**src/rtl/pedal_sensor_cond_pkg.sv**
```systemverilog
// Shared constants and types for the pedal sensor conditioning block.
package pedal_pkg;

  typedef logic [11:0] torque_t;
  typedef logic [4:0]  cadence_t;

  localparam cadence_t CAD_SAT       = 5'd31;
  localparam cadence_t PEDAL_MIN_CAD = 5'd2;
  localparam int       AVG_SHIFT     = 4;

  function automatic cadence_t cad_sat_inc(input cadence_t c, input logic inc);
    return (inc && (c != CAD_SAT)) ? c + 5'd1 : c;
  endfunction

endpackage

```
**src/rtl/pedal_sensor_cond_if.sv**
```systemverilog
// Torque sample input and conditioned operand outputs of pedal_sensor_cond.
interface pedal_sensor_cond_if;
  import pedal_pkg::*;

  torque_t  torque;
  logic     torque_vld;
  torque_t  avg_torque;
  cadence_t cadence;
  logic     not_pedaling;
  logic     cad_upd;

  modport master (
    output torque, torque_vld,
    input  avg_torque, cadence, not_pedaling, cad_upd
  );

  modport slave (
    input  torque, torque_vld,
    output avg_torque, cadence, not_pedaling, cad_upd
  );

endinterface

```
**src/rtl/pedal_sensor_cond_cadence_meas.sv**
```systemverilog
// Cadence measurement: synchronizer, optional glitch filter (CADENCE_FILT_EN),
// edge detect and fixed-window edge counting.
module cadence_meas
  import pedal_pkg::*;
#(
  parameter int CAD_WIN_BITS = 16,
  parameter int FILT_CYC     = 8
) (
  input  logic     clk,
  input  logic     rst,
  input  logic     cadence_in,
  output cadence_t cadence,
  output logic     not_pedaling,
  output logic     cad_upd
);

  logic sync1_q, sync1_d;
  logic sync2_q, sync2_d;
  logic filt;
  logic filt_dly_q, filt_dly_d;
  logic rise;

  logic [CAD_WIN_BITS-1:0] win_cnt_q, win_cnt_d;
  logic                    term;
  cadence_t                edge_cnt_q, edge_cnt_d;
  cadence_t                cadence_q, cadence_d;
  cadence_t                cad_new;
  logic                    np_q, np_d;
  logic                    upd_q, upd_d;

  assign sync1_d    = cadence_in;
  assign sync2_d    = sync1_q;
  assign filt_dly_d = filt;
  assign rise       = filt & ~filt_dly_q;

`ifdef CADENCE_FILT_EN
  localparam int FW = $clog2(FILT_CYC + 1);
  localparam logic [FW-1:0] FILT_LAST = FW'(FILT_CYC - 1);

  logic [FW-1:0] filt_cnt_q, filt_cnt_d;
  logic          filt_q, filt_lvl_d;

  // The filtered level only follows after FILT_CYC consecutive disagreeing cycles.
  always_comb begin
    filt_cnt_d = '0;
    filt_lvl_d = filt_q;
    if (sync2_q != filt_q) begin
      if (filt_cnt_q == FILT_LAST) filt_lvl_d = ~filt_q;
      else                         filt_cnt_d = filt_cnt_q + 1'b1;
    end
  end

  always_ff @(posedge clk) begin
    if (rst) begin
      filt_q     <= 1'b0;
      filt_cnt_q <= '0;
    end else begin
      filt_q     <= filt_lvl_d;
      filt_cnt_q <= filt_cnt_d;
    end
  end

  assign filt = filt_q;
`else
  assign filt = sync2_q;
`endif

  assign term = &win_cnt_q;

  // An edge landing in the terminal cycle is counted in the closing window.
  always_comb begin
    win_cnt_d  = win_cnt_q + 1'b1;
    cad_new    = cad_sat_inc(edge_cnt_q, rise);
    edge_cnt_d = term ? '0 : cad_new;
    cadence_d  = cadence_q;
    np_d       = np_q;
    upd_d      = 1'b0;
    if (term) begin
      cadence_d = cad_new;
      np_d      = (cad_new < PEDAL_MIN_CAD);
      upd_d     = 1'b1;
    end
  end

  always_ff @(posedge clk) begin
    if (rst) begin
      sync1_q    <= 1'b0;
      sync2_q    <= 1'b0;
      filt_dly_q <= 1'b0;
      win_cnt_q  <= '0;
      edge_cnt_q <= '0;
      cadence_q  <= '0;
      np_q       <= 1'b1;
      upd_q      <= 1'b0;
    end else begin
      sync1_q    <= sync1_d;
      sync2_q    <= sync2_d;
      filt_dly_q <= filt_dly_d;
      win_cnt_q  <= win_cnt_d;
      edge_cnt_q <= edge_cnt_d;
      cadence_q  <= cadence_d;
      np_q       <= np_d;
      upd_q      <= upd_d;
    end
  end

  assign cadence      = cadence_q;
  assign not_pedaling = np_q;
  assign cad_upd      = upd_q;

endmodule

```
**src/rtl/pedal_sensor_cond.sv**
```systemverilog
// Pedal sensor conditioning top: cadence measurement plus 1/16 torque averager.
// Define CADENCE_FILT_EN to compile in the cadence glitch filter.
module pedal_sensor_cond
  import pedal_pkg::*;
#(
  parameter int CAD_WIN_BITS = 16,
  parameter int FILT_CYC     = 8
) (
  input  logic                clk,
  input  logic                rst,
  input  logic                cadence_in,
  pedal_sensor_cond_if.slave  bus
);

  localparam int ACC_W = 12 + AVG_SHIFT;

  logic [ACC_W-1:0] accum_q, accum_d;
  logic             seeded_q, seeded_d;

  cadence_meas #(
    .CAD_WIN_BITS (CAD_WIN_BITS),
    .FILT_CYC     (FILT_CYC)
  ) u_cadence_meas (
    .clk          (clk),
    .rst          (rst),
    .cadence_in   (cadence_in),
    .cadence      (bus.cadence),
    .not_pedaling (bus.not_pedaling),
    .cad_upd      (bus.cad_upd)
  );

  // The first sample seeds the average so it does not ramp up from zero.
  always_comb begin
    accum_d  = accum_q;
    seeded_d = seeded_q;
    if (bus.torque_vld) begin
      seeded_d = 1'b1;
      if (!seeded_q) accum_d = {bus.torque, {AVG_SHIFT{1'b0}}};
      else           accum_d = accum_q - ACC_W'(accum_q[ACC_W-1:AVG_SHIFT]) + ACC_W'(bus.torque);
    end
  end

  always_ff @(posedge clk) begin
    if (rst) begin
      accum_q  <= '0;
      seeded_q <= 1'b0;
    end else begin
      accum_q  <= accum_d;
      seeded_q <= seeded_d;
    end
  end

  assign bus.avg_torque = accum_q[ACC_W-1:AVG_SHIFT];

endmodule

```
**src/flat_wrapper.sv**
```systemverilog
// flat-port wrapper written by rule: the top's interface ports become plain ports
module pedal_sensor_cond_flat import pedal_pkg::*;
#(
  parameter int CAD_WIN_BITS = 16,
  parameter int FILT_CYC     = 8
)
  (clk, rst, cadence_in, bus_torque, bus_torque_vld, bus_avg_torque, bus_cadence, bus_not_pedaling, bus_cad_upd);
  pedal_sensor_cond_if bus_i ();
  input  logic clk;
  input  logic rst;
  input  logic cadence_in;
  input wire logic [$bits(bus_i.torque)-1:0] bus_torque;
  input wire logic [$bits(bus_i.torque_vld)-1:0] bus_torque_vld;
  output wire logic [$bits(bus_i.avg_torque)-1:0] bus_avg_torque;
  output wire logic [$bits(bus_i.cadence)-1:0] bus_cadence;
  output wire logic [$bits(bus_i.not_pedaling)-1:0] bus_not_pedaling;
  output wire logic [$bits(bus_i.cad_upd)-1:0] bus_cad_upd;
  assign bus_i.torque = bus_torque;
  assign bus_i.torque_vld = bus_torque_vld;
  assign bus_avg_torque = bus_i.avg_torque;
  assign bus_cadence = bus_i.cadence;
  assign bus_not_pedaling = bus_i.not_pedaling;
  assign bus_cad_upd = bus_i.cad_upd;
  pedal_sensor_cond #(.CAD_WIN_BITS(CAD_WIN_BITS), .FILT_CYC(FILT_CYC)) u_core (.clk(clk), .rst(rst), .cadence_in(cadence_in), .bus(bus_i));
endmodule
```
**config.mk**
```make
export PLATFORM = sky130hd
export DESIGN_NAME = pedal_sensor_cond_flat
export DESIGN_NICKNAME = d
export VERILOG_FILES = /design/src/rtl/pedal_sensor_cond_pkg.sv /design/src/rtl/pedal_sensor_cond_if.sv /design/src/rtl/pedal_sensor_cond_cadence_meas.sv /design/src/rtl/pedal_sensor_cond.sv /design/src/flat_wrapper.sv
export SDC_FILE = /design/constraint.sdc
export NUM_CORES = 1
export LEC_CHECK = 0
export ABC_CLOCK_PERIOD_IN_PS = 5200
export CAP_MARGIN = 20
export CORE_UTILIZATION = 58
export DETAILED_ROUTE_END_ITERATION = 6
export PLACE_DENSITY = 0.87
export SLEW_MARGIN = 30
export SYNTH_ARGS = -nofsm -noshare
export SYNTH_HDL_FRONTEND = slang
export SYNTH_SLANG_ARGS = --single-unit
```
**constraint.sdc**
```tcl
create_clock -name clk -period 5.2 [get_ports clk]
set_clock_uncertainty 0.05 [all_clocks]
set_input_delay 1.56 -clock clk [delete_from_list [all_inputs] [get_ports clk]]
set_output_delay 1.56 -clock clk [all_outputs]
set_load 0.1 [all_outputs]
```
After elaboration in Yosys (flattened, before gate mapping)
Index checks and enable logic that the tools add are counted.

cells by class
  add/sub/neg operators = 4
  magnitude comparators = 1
  equal/unequal tests = 1
  mux-type cells = 3
  bitwise operators = 2
  reductions and logical operators = 3

operators with widths
  kind                     count
  $add A16 B1 Y16 const B  1
  $add A16 B12 Y16         1
  $mux W16                 1
  $reduce_and A16 Y1       1
  $sub A16 B12 Y16         1
  $add A5 B1 Y5 const B    1
  $lt A5 B2 Y1 const B     1
  $mux W5                  1
  $ne A5 B5 Y1 const B     1
  $reduce_or A2 Y1         1
  $and A1 B1 Y1            1
  $logic_and A1 B1 Y1      1
  $mux W1                  1
  $not A1 Y1               1

storage, ports and cells
  flip-flop bits (word level) = 48
  output and inout port bits = 19
  word-level logic and storage cells = 24

Longest topological paths before layout
Gate-level depths: netlist of the first run.

  word-level depth = 5
  depth in mapped cells = 13
  gate-level depth less buffers = 13

Modules after synthesis
Synthesis of the first run repeated with hierarchy kept, for this count alone.

second synthesis, totals
  cell total of the unflattened synthesis = 387
  area, all modules = 3219.3 um2

modules (own cells, without submodules)
  module             instances  cells an instance  area an instance (um2)  sequential area each (um2)
  pedal_sensor_cond  1          256                1964.4                  340.3
  cadence_meas       1          131                1255.0                  620.6

Worst setup path after synthesis of the first run
No wires, ideal clock.

  path type = input to register
  start point = in bus_torque[2]
  end point = reg u_core.accum_q[14]
  data arrival time = 3.710 ns
  required time = 5.064 ns
  path slack = 1.355 ns
  stages on the path = 11
  path buffers = 0
  cells stage by stage = inv_1 > fa_1 > inv_1 > ha_1 > nor2b_1 > o31a_1 > o31a_1 > a211oi_1 > xnor2_1 > a21oi_1 > a211oi_1

on the way
  cells in the longest elaborated chain, start to end = 2

ends and longest elaborated chain
  element                 RTL line                 source
  start: declaration      flat_wrapper.sv:12       input wire logic [$bits(bus_i.torque)-1:0] bus_torque;
  $add A16 B12 Y16        pedal_sensor_cond.sv:39  else accum_d = accum_q - ACC_W'(accum_q[ACC_W-1:AVG_SHIFT]) + ACC_W'(bus.torque);
  $mux W16                pedal_sensor_cond.sv:38  if (!seeded_q) accum_d = {bus.torque, {AVG_SHIFT{1'b0}}};
  end signal: assignment  pedal_sensor_cond.sv:48  accum_q <= accum_d;
  end: declaration        pedal_sensor_cond.sv:17  logic [ACC_W-1:0] accum_q, accum_d;

Every way passes these cells.
A chain may end at the register's enable or synchronous reset.

Final worst setup path of the first run
Ends and elaborated chain as after synthesis.

==> results of run 1 <==
worst paths after layout:
kind | start | endpoint | slack (ns)
setup / recovery | bus_torque[2] | u_core.accum_q[14] | 0.94
hold / removal | u_core.u_cadence_meas.sync1_q | u_core.u_cadence_meas.filt | 0.40
setup reg to reg | u_core.accum_q[10] | u_core.accum_q[15] | 2.15
hold reg to reg | u_core.u_cadence_meas.sync1_q | u_core.u_cadence_meas.filt | 0.40
power groups by stage:
stage          sequential, mW  combinational, mW  clock, mW
5_1_grt                 0.412              0.651      0.308
3_3_place_gp            0.416              0.572          0
3_5_place_dp            0.417              0.583          0
6_report                0.408              0.596      0.286
4_1_cts                 0.408              0.590      0.292
2_1_floorplan           0.410              0.491          0
worst reg2reg max path, cell delays in order, from the launching register on:
cell       delay, ns
dfxtp_1         0.48
inv_1           0.11
fa_1            0.55
inv_1           0.05
ha_1            0.42
nand2_1         0.15
nor3_2          0.24
o21ai_0         0.17
a2111oi_0       0.45
o31ai_1         0.14
a31oi_1         0.18
stage by stage:
step / util / setup WS [ns]
finish: 0.6913 / 0.9407
floorplan: - / 1.355
global route: 0.6913 / 0.7211
CTS: 0.6913 / 0.9581
global placement: 0.6679 / 0.6905
detailed placement: 0.6679 / 0.6435
registers in the layout, indices dropped and copies added (netlist names):
signal                              count
u_core.u_cadence_meas.sync1_q           1
u_core.u_cadence_meas.edge_cnt_q        5
u_core.u_cadence_meas.cadence           5
u_core.accum_q                         16
u_core.u_cadence_meas.filt              1
u_core.seeded_q                         1
u_core.u_cadence_meas.win_cnt_q        16
u_core.u_cadence_meas.cad_upd           1
u_core.u_cadence_meas.filt_dly_q        1
u_core.u_cadence_meas.not_pedaling      1
layer usage:
| metal | share of wire | wire length (µm) | global-route usage | vias to the layer above |
|---|---|---|---|---|
| met5 | 0 | 0 | 0 | - |
| met4 | 0.012 | 74 | 0.06923 | 0 |
| met3 | 0.035 | 221 | 0.04458 | 9 |
| met2 | 0.48 | 3061 | 0.3873 | 48 |
| met1 | 0.47 | 3005 | 0.3148 | 1232 |
| li1 | - | - | - | 1310 |
area by class of cell:
| cell class | instances | area, µm² |
|---|---|---|
| multi-input combinational | 251 | 1833 |
| clock inverter | 2 | 38.79 |
| clock buffer | 6 | 82.58 |
| tap | 70 | 87.58 |
| timing repair buffer | 36 | 355.3 |
| inverter | 58 | 217.7 |
| fill | 415 | 1597 |
| sequential | 48 | 960.9 |
cells by family after synthesis:
kind of cell    count (synthesis)  share of synthesized area
mux                             4                    0.01262
xor+xnor                       24                    0.06627
buf+inv                        83                     0.1191
fa+ha+maj                      31                     0.1507
compound gates                 88                     0.1886
flops                          48                     0.3030
simple gates                  104                     0.1598
synthesized netlist by cell type, types with 6 or more instances:
master	n
a211oi_1	18
a21oi_1	22
buf_4	13
clkbuf_1	6
dfxtp_1	48
fa_1	12
ha_1	19
inv_1	58
nand2_1	24
nand3_1	8
nor2_1	36
nor2b_1	8
nor3_1	7
o21ai_0	12
xnor2_1	11
xor2_1	13
layout by cell type (no fill, tap or decap), drive strengths merged, types with 6 or more instances in the layout:
master and count:
o21ai 14, a211oi 18, a21oi 22, nor2 36
inv 58, nand3 9, nor3 9, clkdlybuf4s50 34
clkbuf 6, nand2 24, fa 12, xor2 13
dfxtp 48, xnor2 11, ha 19, nor2b 8
==> results.py, run 1 <==
metrics = {
    "status": {
        "status": "complete, no violations",
    },
    "power": {
        "fraction_of_power_consumed_by_the_clock_network": 0.222,
        "netSwitchingFraction": 0.4043,
        "internal_cell_power_uw": 768.4,
        "power.density_nw_per_um2": 360.7,
        "power_frac_seq": 0.316,
        "power_total_mw": 1.290,
        "power.static_leakage_nw": 1.469,
        "max-vdd-ir-drop_mv": 0.2173,
        "total_switching_power_uw": 521.4,
        "combinational_share_of_power": 0.462,
    },
    "worst_setup_path": {
        "cp_top_family": "compound AO/OA/AOI/OAI gates",
        "critical_path.cell_chain": "clkdlybuf4s50_1 > inv_1 > fa_1 > inv_1 > ha_1 > nor2b_1 > o31a_1 > o31a_1 > a211oi_1 > xnor2_1 > a21oi_1 > a211oi_1",
        "worst_path_max_delay_cell": "fa_1",
        "cp.buffers_inverters": 3,
        "setup.worst_path.class": "in2reg",
        "ff2ff_path_depth": 10,
        "crit_path_max_fanout": 4,
        "launching_element_type_of_the_critical_path": "primary input",
        "cpPeakStageDelay_ns": 0.51,
        "worstPathRequired_ns": 5.38,
        "cp.depth": 12,
        "worst_ep_arrival_time_ns": 4.44,
        "timing.critical_path.to_type": "register",
    },
    "placement": {
        "placedInstanceArea_um2": 3455,
        "placement.io_buffers": 34,
        "place_inst": 463,
        "post-dp-hpwl_um": 4833,
        "gp_congestion": 0.8886,
    },
    "clock_network": {
        "cts_repair_resize_count": 0,
        "postcts_setup_bufs": 0,
        "cts_max_path_buffers": 2,
        "cts_htree_levels": 2,
        "tritoncts": "yes",
        "cts-hold-fix-buffers": 0,
        "cts-root-buf": "clkbuf_8",
        "clk_pin_slew_ns": 0.09,
        "clock_latency_at_the_later_pin_of_the_worst_skew_pair_ns": 0.31,
        "clock_sinks": 48,
        "tritoncts.num_buffers": 5,
    },
    "finish": {
        "fin_nets": 447,
        "stdcell_count": 471,
        "antenna_diode_count": 0,
        "post-route-cell-area_um2": 3576,
        "final_layout_size_suffix_gt1_frac": 0.04239,
        "syn_to_final_growth_pct": 12.74,
    },
    "routing": {
        "wirelength_um": 6362,
        "via_count": 2599,
        "initialDrtViolationCount": 137,
        "via_per_inst": 5.518,
        "route.antenna.remaining_nets": 0,
        "drt-pass1-iter-count": 4,
        "drt_drc_violations_left": 0,
        "avgRoutedWirePerCell_um": 13.51,
    },
    "synthesis": {
        "ys_warn_count": 0,
        "synth-seq-area-share": 0.3030,
        "syn-num-nets": 429,
        "synth.cell_area_um2": 3172,
        "yosys.area.top_type_share": 0.3030,
        "synth_edf_count": 0,
        "synthDominantAreaCellType": "dfxtp_1",
        "async_flop_share": 0,
        "synthCells": 382,
        "synth_flop_type": "dfxtp_1",
        "netlist_top_cells_area": "dfxtp_1 (30%), fa_1 (7.6%), ha_1 (7.5%)",
        "postSynthAreaPerCell_um2": 8.303,
        "ys_seq_elements": 48,
        "synth_cell_types": 51,
    },
    "global_routing": {
        "grt_first_pass_wirelength_um": 11050,
        "track_usage": 0.2356,
        "first_global_vias": 2415,
        "grt_max_degree": 25,
        "grt_antenna_before_repair": 0,
        "global_route.overflow_total": 0,
    },
    "job": {
        "drv_cap": 0,
    },
    "timing": {
        "layout_worst_path_cycle_share": 0.8191,
        "holdWs_ns": 0.4001,
        "transition_time_at_the_pin_with_the_least_slew_margin_ns": 0.9992,
        "setup-tns-final_ns": 0,
        "final-max-slew-violation-count": 0,
        "fmax_ghz": 0.2348,
        "final_period_minus_worst_setup_slack_ns": 4.259,
        "grt_setup_unrepaired": "no",
        "hold_viol": 0,
        "finalSetupViolations": 0,
        "slew_headroom": 0.3318,
    },
    "die": {
        "floorplan.core_area_um2": 5172,
        "fp-row-count": 26,
        "io_pins": 35,
        "die_w_um": 75.95,
        "die_area_um2": 5768,
        "die_outline_height_um": 75.95,
        "start_util": 0.6132,
    },
    "hold_path": {
        "hold_path_class": "reg2reg",
        "worstHoldPathCells": 1,
    },
}
Power figures use the tool's default switching activity.
==> inputs of run 2 (changes only) <==
- ABC_CLOCK_PERIOD_IN_PS: 5200 -> 3600
- CORE_UTILIZATION: 58 -> 51
- PLACE_DENSITY: 0.87 -> 0.81
- clock period: 5.2 -> 3.6 ns (I/O delays scaled with it)
==> run 2 against run 1 <==
Net effect:
- critical endpoint is now u_core.accum_q[11]
- cell count rose by 8.5%
- sequential cell count unchanged
- first-iteration DRC count is 62% higher
- the run now ends with negative setup slack left
- largest power group unchanged
==> results.py, run 2 (synthesized netlist as in run 1, its figures left out) <==
metrics = {
    "status": {
        "status": "complete, but fails checks",
        "violations_in_the_final_reports": "negative setup slack",
    },
    "routing": {
        "avgRoutedWirePerCell_um": 15.77,
        "drt_drc_violations_left": 0,
        "route.antenna.remaining_nets": 0,
        "via_count": 2929,
        "via_per_inst": 5.732,
        "initialDrtViolationCount": 222,
        "wirelength_um": 8057,
        "drt-pass1-iter-count": 5,
    },
    "global_routing": {
        "first_global_vias": 2646,
        "global_route.overflow_total": 0,
        "grt_antenna_before_repair": 0,
        "grt_first_pass_wirelength_um": 11380,
        "track_usage": 0.2246,
        "grt_max_degree": 33,
    },
    "worst_setup_path": {
        "ff2ff_path_depth": 12,
        "crit-reg2reg-capture": "u_core.accum_q[11]",
        "setup.worst_path.class": "in2reg",
        "timing.critical_path.to_type": "register",
        "source_of_the_worst_register_to_register_timing_path": "u_core.accum_q[6]",
        "worstSetupStartpoint": "bus_torque[7]",
        "worstPathRequired_ns": 3.72,
        "launching_element_type_of_the_critical_path": "primary input",
        "worst-r2r-setup-slack_ns": 0.65,
        "worst_ep_arrival_time_ns": 3.77,
        "crit_path_max_fanout": 4,
    },
    "power": {
        "max-vdd-ir-drop_mv": 0.2868,
        "power.density_nw_per_um2": 553.1,
        "power.static_leakage_nw": 1.739,
    },
    "finish": {
        "stdcell_count": 511,
        "antenna_diode_count": 0,
        "syn_to_final_growth_pct": 27.22,
        "final_layout_size_suffix_gt1_frac": 0.2592,
        "top_regs": "u_core.accum_q (16), u_core.u_cadence_meas.win_cnt_q (16)",
        "layout_commonest_cell": "buf_4",
        "layout.area.seq_um2": 960.9,
        "most-common-layout-cells": "buf_4 (55), inv_1 (52), dfxtp_1 (48)",
        "area_of_combinational_cells_with_multiple_inputs_um2": 2067,
        "layout.filler_cells": 470,
        "fin_nets": 482,
        "post-route-cell-area_um2": 4035,
    },
    "clock_network": {
        "clock_latency_at_the_later_pin_of_the_worst_skew_pair_ns": 0.31,
        "clock_sinks": 48,
        "cts_max_path_buffers": 2,
        "clk_pin_slew_ns": 0.10,
        "tritoncts": "yes",
        "tritoncts.num_buffers": 5,
        "cts-root-buf": "clkbuf_8",
        "cts_htree_levels": 2,
    },
    "timing": {
        "transition_time_at_the_pin_with_the_least_slew_margin_ns": 0.8650,
        "slew_headroom": 0.4216,
        "grt_setup_unrepaired": "yes",
        "hold_viol": 0,
        "final_period_minus_worst_setup_slack_ns": 3.643,
        "fmax_ghz": 0.2745,
        "final-max-slew-violation-count": 0,
        "fin_ws_ns": -0.04301,
        "finalSetupViolations": 2,
        "layout_worst_path_cycle_share": 1.012,
    },
    "placement": {
        "gp_congestion": 0.8875,
        "place_inst": 499,
        "placedInstanceArea_um2": 3659,
        "post-dp-hpwl_um": 5265,
        "placement.io_buffers": 34,
    },
    "die": {
        "fp-row-count": 28,
        "start_util": 0.5326,
        "floorplan.core_area_um2": 5956,
        "io_pins": 35,
        "die_w_um": 80.86,
        "die_area_um2": 6538,
        "die_outline_height_um": 80.86,
    },
    "hold_path": {
        "hold_path_class": "reg2reg",
        "worstHoldPathCells": 1,
        "worst_hold_startpoint": "u_core.u_cadence_meas.win_cnt_q[0]",
        "whs_endpoint": "u_core.u_cadence_meas.win_cnt_q[0]",
    },
    "job": {
        "drv_cap": 0,
    },
}
==> run 2: how the worst max path moves through the flow <==
stage	cells past startpoint	end
after floorplan	11	u_core.accum_q[14]
after global placement	12	u_core.accum_q[12]
after detailed placement	12	u_core.accum_q[14]
after CTS	12	u_core.accum_q[14]
after global routing	12	u_core.accum_q[14]
final	12	u_core.accum_q[11]
==> run 2: cell type report <==
class | instances | area share
clock buffer | 6 | 0.02047
inverter | 58 | 0.05395
tap | 75 | 0.02326
clock inverter | 2 | 0.003721
multi-input combinational | 251 | 0.5122
sequential | 48 | 0.2381
timing repair buffer | 71 | 0.1482
==> run 2: what timing repair did <==
item                       CTS  global route
hold endpoints to repair     0             0
gates resized for setup     11            44
hold buffers                 0             0
setup endpoints to repair    6             9
setup buffers                2             2
pin swaps                   11            27
==> run 2: per-layer routing <==
layer	up-vias	routed length [µm]	global-route usage
li1	1383	-	-
met2	136	4009	0.4101
met1	1382	3305	0.2590
met4	0	243	0.08214
met5	-	0	0
met3	28	498	0.04045
==> run 2: critical path: stages <==
cell             delay [ns]
clkdlybuf4s50_1        0.48
inv_1                  0.06
fa_1                   0.47
inv_1                  0.05
ha_1                   0.37
nand2_1                0.18
nor2_1                 0.08
a21oi_2                0.22
o311ai_4               0.17
a31oi_1                0.26
xor2_1                 0.24
o31ai_1                0.09
==> run 2: metrics by stage <==
stage               setup WS, ns  total power, mW  utilization  hold WS (ns)  TNS (ns)
floorplan                 0.2347            1.301            -        0.3638         0
global placement         -0.3593            1.587       0.6143        0.3812    -2.930
detailed placement       -0.3965            1.612       0.6143        0.3968    -3.210
CTS                     -0.04272            2.022       0.6437        0.4101  -0.04883
global route            -0.09036            2.347       0.6775        0.4339   -0.2762
finish                  -0.04301            2.232       0.6775        0.4072  -0.04405
==> run 2: where the power goes <==
part	switching [mW]	leakage [nW]	total, mW	internal [mW]
sequential	0.0342	0.392	0.591	0.557
combinational	0.725	1.30	1.29	0.569
clock	0.191	0.0434	0.347	0.156
